===== config.mk =====
export PLATFORM = sky130hd
export DESIGN_NAME = seg_display_sched
export DESIGN_NICKNAME = d
export VERILOG_FILES = /design/src/rtl/seg_display_sched.sv
export SDC_FILE = /design/constraint.sdc
export NUM_CORES = 1
export LEC_CHECK = 0
export CORE_AREA = 3 3 98 100
export DETAILED_ROUTE_END_ITERATION = 8
export DIE_AREA = 0 0 101 103
export GPL_TIMING_DRIVEN = 0
export PLACE_DENSITY = 0.84
export SLEW_MARGIN = 20
export SYNTH_ARGS = -nofsm -noshare
export SYNTH_HDL_FRONTEND = slang
export SYNTH_SLANG_ARGS = --single-unit

===== constraint.sdc =====
create_clock -name sys_clk -period 10.45 [get_ports sys_clk]
set_input_delay 1.045 -clock sys_clk [delete_from_list [all_inputs] [get_ports sys_clk]]
set_output_delay 1.045 -clock sys_clk [all_outputs]
set_load 0.005 [all_outputs]

===== src/rtl/seg_display_sched.sv =====
// seg_display_sched
// Time-shares the 4-digit hex display between N_REQ requesters. One requester
// is granted at a time in round-robin order for HOLD_CYCLES cycles. A GAP of
// GAP_CYCLES cycles showing IDLE_VALUE separates consecutive grants.
//
// Ports
//   sys_clk     in   1          system clock
//   reset       in   1          asynchronous, active-high reset
//   req         in   N_REQ      level request per requester, held until done/abort
//   req_data    in   16*N_REQ   value of requester i on bits [16*i+15:16*i]
//   grant       out  N_REQ      one-hot (or zero) grant, registered
//   done        out  N_REQ      1-cycle pulse when requester's hold time expires
//   owner       out  3          index of granted requester, 0 when none
//   busy        out  1          high while a grant is active
//   disp_value  out  16         value for the segment driver, registered
module seg_display_sched #(
    parameter int unsigned N_REQ       = 3,
    parameter int unsigned HOLD_CYCLES = 50_000_000,
    parameter int unsigned GAP_CYCLES  = 5_000_000,
    parameter logic [15:0] IDLE_VALUE  = 16'h0000
) (
    input  logic                  sys_clk,
    input  logic                  reset,
    input  logic [N_REQ-1:0]      req,
    input  logic [16*N_REQ-1:0]   req_data,
    output logic [N_REQ-1:0]      grant,
    output logic [N_REQ-1:0]      done,
    output logic [2:0]            owner,
    output logic                  busy,
    output logic [15:0]           disp_value
);

    localparam int unsigned HW      = $clog2(HOLD_CYCLES) + 1;
    localparam int unsigned GW      = $clog2(GAP_CYCLES) + 1;
    localparam int unsigned MAX_REQ = 8;
    localparam int unsigned DW      = 16 * MAX_REQ;

    typedef enum logic [1:0] {
        S_IDLE = 2'd0,
        S_SHOW = 2'd1,
        S_GAP  = 2'd2
    } state_t;

    state_t          state;
    logic [HW-1:0]   hold_cnt;
    logic [GW-1:0]   gap_cnt;
    logic [2:0]      last;

    // Inputs widened to the 8-requester maximum so 3-bit indices always fit.
    logic [MAX_REQ-1:0] req_ext;
    logic [DW-1:0]      data_ext;

    assign req_ext  = MAX_REQ'(req);
    assign data_ext = DW'(req_data);

    logic               owner_req;
    logic [15:0]        owner_data;
    logic [2:0]         cand;
    logic               win_found;
    logic [2:0]         win_idx;
    logic [N_REQ-1:0]   win_onehot;

    // Request level and live data of the current owner.
    always_comb begin
        owner_req  = req_ext[owner];
        owner_data = 16'h0000;
        for (int i = 0; i < int'(MAX_REQ); i++) begin
            if (owner == 3'(i)) begin
                owner_data = data_ext[16*i +: 16];
            end
        end
    end

    // Round-robin search starting just after the last winner.
    always_comb begin
        win_found = 1'b0;
        win_idx   = 3'd0;
        cand      = 3'd0;
        for (int i = 1; i <= int'(N_REQ); i++) begin
            cand = 3'((int'(last) + i) % int'(N_REQ));
            if (!win_found && req_ext[cand]) begin
                win_found = 1'b1;
                win_idx   = cand;
            end
        end
        win_onehot = N_REQ'(8'b0000_0001 << win_idx);
    end

    // Scheduler state machine with registered outputs.
    always_ff @(posedge sys_clk or posedge reset) begin
        if (reset) begin
            state      <= S_IDLE;
            grant      <= '0;
            done       <= '0;
            owner      <= 3'd0;
            busy       <= 1'b0;
            disp_value <= IDLE_VALUE;
            last       <= 3'(N_REQ - 1);
            hold_cnt   <= '0;
            gap_cnt    <= '0;
        end else begin
            done <= '0;
            case (state)
                S_IDLE: begin
                    disp_value <= IDLE_VALUE;
                    if (win_found) begin
                        state    <= S_SHOW;
                        grant    <= win_onehot;
                        owner    <= win_idx;
                        busy     <= 1'b1;
                        last     <= win_idx;
                        hold_cnt <= '0;
                    end
                end
                S_SHOW: begin
                    // Abort wins over expiry; the display blanks as the grant ends.
                    if (!owner_req || hold_cnt == HW'(HOLD_CYCLES - 1)) begin
                        if (owner_req) begin
                            done <= grant;
                        end
                        state      <= S_GAP;
                        grant      <= '0;
                        owner      <= 3'd0;
                        busy       <= 1'b0;
                        hold_cnt   <= '0;
                        gap_cnt    <= '0;
                        disp_value <= IDLE_VALUE;
                    end else begin
                        hold_cnt   <= hold_cnt + HW'(1);
                        disp_value <= owner_data;
                    end
                end
                S_GAP: begin
                    disp_value <= IDLE_VALUE;
                    if (gap_cnt == GW'(GAP_CYCLES - 1)) begin
                        state   <= S_IDLE;
                        gap_cnt <= '0;
                    end else begin
                        gap_cnt <= gap_cnt + GW'(1);
                    end
                end
                default: begin
                    state      <= S_IDLE;
                    grant      <= '0;
                    owner      <= 3'd0;
                    busy       <= 1'b0;
                    disp_value <= IDLE_VALUE;
                    hold_cnt   <= '0;
                    gap_cnt    <= '0;
                end
            endcase
        end
    end

endmodule

=== Word-level counts from Yosys, hierarchy flattened ===
Index checks and enable logic that the tools add are counted.

* Register bits: 82
* Latch bits: 0
* RAM bits: 0
* Bits in read-only memories: 0
* Input bits: 53
* Output and inout bits: 26
* Memories kept: 0

* Add/sub/neg operators: 5
* $mul: 0
* Div/mod/pow operators: 3
* $lt $le $gt $ge: 4
* Equality and inequality tests: 14
* Shifts and indexed selects: 1
* Muxes and demuxes: 45
* Bitwise gates (word level): 2
* Reduce and logical (&&, ||, !) cells: 13

{| class="wikitable"
|+ Operators by type and width
! operator !! number
|-
| two-way mux 16 bit || 10
|-
| remainder unit 32 x 3 -> 32 bit, second input constant || 3
|-
| one-hot mux 27 bit (3 select lines) || 1
|-
| one-hot mux 24 bit (3 select lines) || 1
|-
| two-way mux 27 bit || 2
|-
| two-way mux 24 bit || 2
|-
| adder 27 x 1 -> 27 bit, second input constant || 1
|-
| equality test 27 x 26 -> 1 bit, second input constant || 1
|-
| two-way mux 3 bit || 9
|-
| adder 24 x 1 -> 24 bit, second input constant || 1
|-
| equality test 24 x 23 -> 1 bit, second input constant || 1
|-
| one-hot mux 3 bit (3 select lines) || 2
|-
| less-than comparator 3 x 4 -> 1 bit, second input constant || 4
|-
| binary-select mux 1 bit (select 3 bit) || 4
|-
| equality test 3 bit, second input constant || 4
|-
| two-way mux 1 bit || 9
|-
| adder 3 x 2 -> 4 bit, second input constant || 2
|-
| equality test 3 x 2 -> 1 bit, second input constant || 2
|-
| two-way mux 2 bit || 3
|-
| inequality test 2 bit, second input constant || 3
|-
| one-hot mux 2 bit (3 select lines) || 1
|-
| AND reduction 2 bit || 3
|-
| AND reduction 3 bit || 2
|-
| adder 3 x 1 -> 4 bit, second input constant || 1
|-
| 11 further kinds || 15
|}

=== Longest topological paths before layout ===
* Depth after elaboration: 14
* Gate-level depth with buffers: 20

=== Least setup slack after synthesis ===
Ideal clock, no wire load.

* Path type: register to register
* Start: register last[0]
* End: register hold_cnt[25]
* Library setup time: 110 ps
* Data arrival time: 4,234 ps
* Path slack: 6,106 ps
* Stages on the path, launching flop included: 20
* Path buffers: 3
* Clock period less this slack: 4,344 ps
* Path through: dfrtp_1 > buf_2 > buf_1 > inv_1 > ha_1 > xor2_2 > nor2_1 > ha_1 > a211oi_1 > o21ai_0 > and3_1 > or2_2 > ha_1 > nor3_4 > mux2i_1 > o221a_4 > o41ai_4 > buf_2 > o21ai_0 > o41ai_1

* Longest elaborated chain between the ends: 13
* Elaborated cells on any way between the ends: 21

{| class="wikitable"
|+ Ends and longest elaborated chain
! element !! line !! RTL
|-
| from (decl) || 47 || <nowiki>logic [2:0] last;</nowiki>
|-
| from (signal assigned) || 98 || <nowiki>last <= 3'(N_REQ - 1);</nowiki>
|-
| from (signal assigned) || 111 || <nowiki>last <= win_idx;</nowiki>
|-
| adder 3 x 1 -> 4 bit || 80 || <nowiki>cand = 3'((int'(last) + i) % int'(N_REQ));</nowiki>
|-
| remainder unit 32 x 3 -> 32 bit || 80 ||
|-
| binary-select mux 1 bit (select 3 bit) || 81 || <nowiki>if (!win_found && req_ext[cand]) begin</nowiki>
|-
| two-way mux 1 bit (implied by the code) || 81 ||
|-
| two-way mux 1 bit || 81 ||
|-
| zero test 1 bit || 81 ||
|-
| logical AND 1 bit || 81 ||
|-
| two-way mux 1 bit || 81 ||
|-
| zero test 1 bit || 81 ||
|-
| logical AND 1 bit || 81 ||
|-
| two-way mux 1 bit (*) || 81 ||
|-
| inequality test 2 bit (no line) (*) || -- ||
|-
| AND reduction 2 bit (no line) (*) || -- ||
|-
| to (signal assigned) || 129 || <nowiki>hold_cnt <= hold_cnt + HW'(1);</nowiki>
|-
| to (decl) || 45 || <nowiki>logic [HW-1:0] hold_cnt;</nowiki>
|}

Mark *: on every way between the ends. The rest lies on a longest branch, timed or not. The select of a mux whose other input is x is not followed.
A chain may end at the register's enable or synchronous reset.

=== Worst setup path in the final report ===
Ends and elaborated chain as after synthesis.

==> run_results.csv <==
group,metric,value,unit
status,outcome,"finished clean",
clock_tree,insertion_delay,350,ps
drt,wirelength,12500,um
final_layout,area_delta_synth_final,22.1,%
synth,synthDistinctLibCells,65,
clock_tree,cts_hold_buf,0,
clock_tree,cts_tree,"built",
worst_setup_path,critPathSlowestCell,"dfrtp_1",
worst_setup_path,crit_family,"compound AO/OA/AOI/OAI gates",
synth,yosysSeqAreaShare,0.401,
worst_setup_path,arrival,5380,ps
floorplan,die_x,101,um
drt,drt.antenna.violating_nets,0,
hold_path,min-delay-start,"hold_cnt[15]",
synth,synthFlopType,"dfrtp_1",
grt,overflow,0,
sta,period_share,0.491,
synth,syn_avg_cell_area,8.64,um2
floorplan,ios,79,
drt,drtPass1Iterations,5,
worst_setup_path,crit_path_start_kind,"flop",
floorplan,rows,34,
job,maxCapViolations,0,
sta,slew_headroom,0.505,
placement,portBuffers,77,
synth,synthesis.nets,665,
worst_setup_path,ff2ff_setup_slack,5320,ps
hold_path,hold_depth,1,
worst_setup_path,r2r_end,"hold_cnt[25]",
final_layout,postLayoutCoreUtil,0.713,
synth,yosysTopAreaCell,"dfrtp_1",
floorplan,coreArea,8760,um2
final_layout,final_cell_mix,"81 x nor2_1, 81 x dfrtp_1, 77 x clkdlybuf4s50_1",
grt,grt_pass1_wl,20700,um
synth,netlist_area,5120,um2
worst_setup_path,cp.buffers_inverters,4,
worst_setup_path,crit_type,"reg -> reg",
grt,grt_pass1_vias,4406,
synth,synth_top_area_share,0.396,
power,peakVddDrop,0.0969,mV
sta,skew,10.5,ps
sta,rsz0062_at_grt,"no",
drt,num_vias,4699,
sta,worstMarginPinSlew,737,ps
clock_tree,cts.clk_slew.worst_paths,90,ps
sta,slew_violations,0,
clock_tree,clock_path_buffers,2,
sta,tns,0,ps
synth,synth-edff-count,0,
clock_tree,htreeDepth,3,
final_layout,nNetsFinal,754,
floorplan,initial_utilization,0.584,
worst_setup_path,cp.required,10700,ps
synth,synth-async-reset-ratio,1.00,
worst_setup_path,cp-end-kind,"flop",
worst_setup_path,crit_fanout,10,
clock_tree,post_cts_buffers,0,
floorplan,die_h,103,um
clock_tree,cts_resized,0,
placement,gp_congestion,0.890,
grt,grt_max_degree,53,
placement,dp_hpwl,9440,um
hold_path,hold_end,"hold_cnt[15]",
hold_path,holdCritPathClass,"reg -> reg",
clock_tree,clock_sinks,82,
final_layout,n_antenna_cell,0,
sta,timing.final.crit_period,5130,ps
final_layout,final_layout_size_suffix_gt1_frac,0.0555,
synth,syn-instance-count,592,
clock_tree,cts_root_buf,"clkbuf_8",
drt,drc,0,
grt,antenna_found_initial,0,
sta,hold_viol_final,0,
sta,fmax,195,MHz
floorplan,dieArea,10400,um2
synth,synth_top_cells_by_area,"dfrtp_1 40%, nor2_1 5.9%, o21ai_0 5.4%",
drt,vias_per_cell,5.93,
power,powerDensity,93.3,nW/um2
worst_setup_path,critical_path.max_stage_delay,440,ps
grt,track_usage,0.248,
worst_setup_path,timing.rr.start,"last[0]",
sta,setup_violations,0,
clock_tree,cts_made_buffers,9,
worst_setup_path,crit_chain,"buf_2 -> buf_1 -> inv_1 -> ha_1 -> xor2_2 -> nor2_1 -> ha_1 -> a211oi_1 -> o21ai_0 -> and3_1 -> or2_2 -> ha_1 -> nor3_4 -> o21ai_0 -> o221a_4 -> o41ai_4 -> buf_2 -> o21ai_0 -> o41ai_1",
power,p_leak,2.67,nW
synth,yosys_warnings,0,
drt,drt_iter0_drc,281,
worst_setup_path,reg2reg_depth,19,
drt,wl_per_cell,15.7,um
synth,ys_ff_latch,82,
[metrics by stage]
step | hold WS (ps) | cells | worst slack [ps] | total power, mW | cell area (um2)
2_1_floorplan | 451 | 592 | 6110 | 0.338 | 5120
3_3_place_gp | 477 | 777 | 5560 | 0.360 | 6020
3_5_place_dp | 486 | 778 | 5420 | 0.363 | 6050
4_1_cts | 499 | 793 | 5400 | 0.586 | 6240
5_1_grt | 529 | 793 | 5000 | 0.602 | 6240
6_report | 495 | 793 | 5320 | 0.583 | 6240
[layer usage]
layer	part of all wire	wire [um]	vias up	GRT usage
met5	0	0	-	0
met4	0.018	227	0	0.0726
met3	0.043	530	24	0.0359
met2	0.52	6510	131	0.454
met1	0.42	5180	2272	0.304
li1	-	-	2272	-
[sequential cells by signal (all words and copies together), names as in the netlist]
signal      count
hold_cnt       27
disp_value     16
done            3
busy            1
owner           3
state           2
grant           3
last            3
gap_cnt        24
[Yosys cell counts (4+ instances only)]
cell / number
a21o_1: 9
a21oi_1: 31
a31oi_1: 10
and2_1: 8
and3_1: 13
buf_1: 4
clkbuf_1: 15
dfrtp_1: 81
ha_1: 20
inv_1: 22
mux2_2: 4
mux2i_1: 22
nand2_1: 51
nand2b_1: 14
nand3_1: 20
nand4_1: 11
nor2_1: 81
nor2b_1: 9
nor3_1: 13
o21ai_0: 55
o21ai_1: 8
o31ai_1: 8
or3_1: 6
xnor2_1: 13
xor2_1: 9
[worst max-delay path by stage]
| stage | from | end | slack (ps) | cells past startpoint |
|---|---|---|---|---|
| detailed placement | last[0] | hold_cnt[25] | 5420 | 19 |
| finish | last[0] | hold_cnt[25] | 5320 | 19 |
| global route | last[0] | hold_cnt[18] | 5000 | 19 |
| global placement | last[0] | hold_cnt[25] | 5560 | 19 |
| CTS | last[0] | hold_cnt[25] | 5400 | 19 |
| floorplan | last[0] | hold_cnt[25] | 6110 | 19 |
[power breakdown]
group | internal (mW) | switching, mW | total (mW)
registers | 0.317 | 0.000205 | 0.317
logic | 0.0227 | 0.0156 | 0.0384
clock network | 0.115 | 0.112 | 0.227
[kinds of logic (layout without fill, tap and decap cells)]
family,Yosys count,in the layout,synth area share
AND/OR/NAND/NOR,247,247,0.238
AO/OA/AOI/OAI,145,145,0.177
flip-flops,82,82,0.401
buffers and inverters,48,141,0.0386
multiplexers,26,26,0.0518
XOR/XNOR,24,24,0.0440
adder cells (fa/ha/maj),20,20,0.0489
[worst register-to-register path: stages (launching register included)]
cell and delay [ps]:
dfrtp_1 440, buf_2 240, buf_1 390, inv_1 100
ha_1 260, xor2_2 270, nor2_1 100, ha_1 230
a211oi_1 310, o21ai_0 180, and3_1 270, or2_2 310
ha_1 250, nor3_4 310, o21ai_0 170, o221a_4 280
o41ai_4 390, buf_2 300, o21ai_0 130, o41ai_1 70
[area by class of cell]
cell class,count,area (um2)
plain buffers,23,104
repair buffers,78,798
clock buffers,10,138
clock inverters,5,55.1
multi-input cells,462,2870
inverters,25,96.3
fillers,631,2520
flip-flops and latches,82,2050
well taps,108,135
No activity file was read; power rests on OpenSTA's default activity.
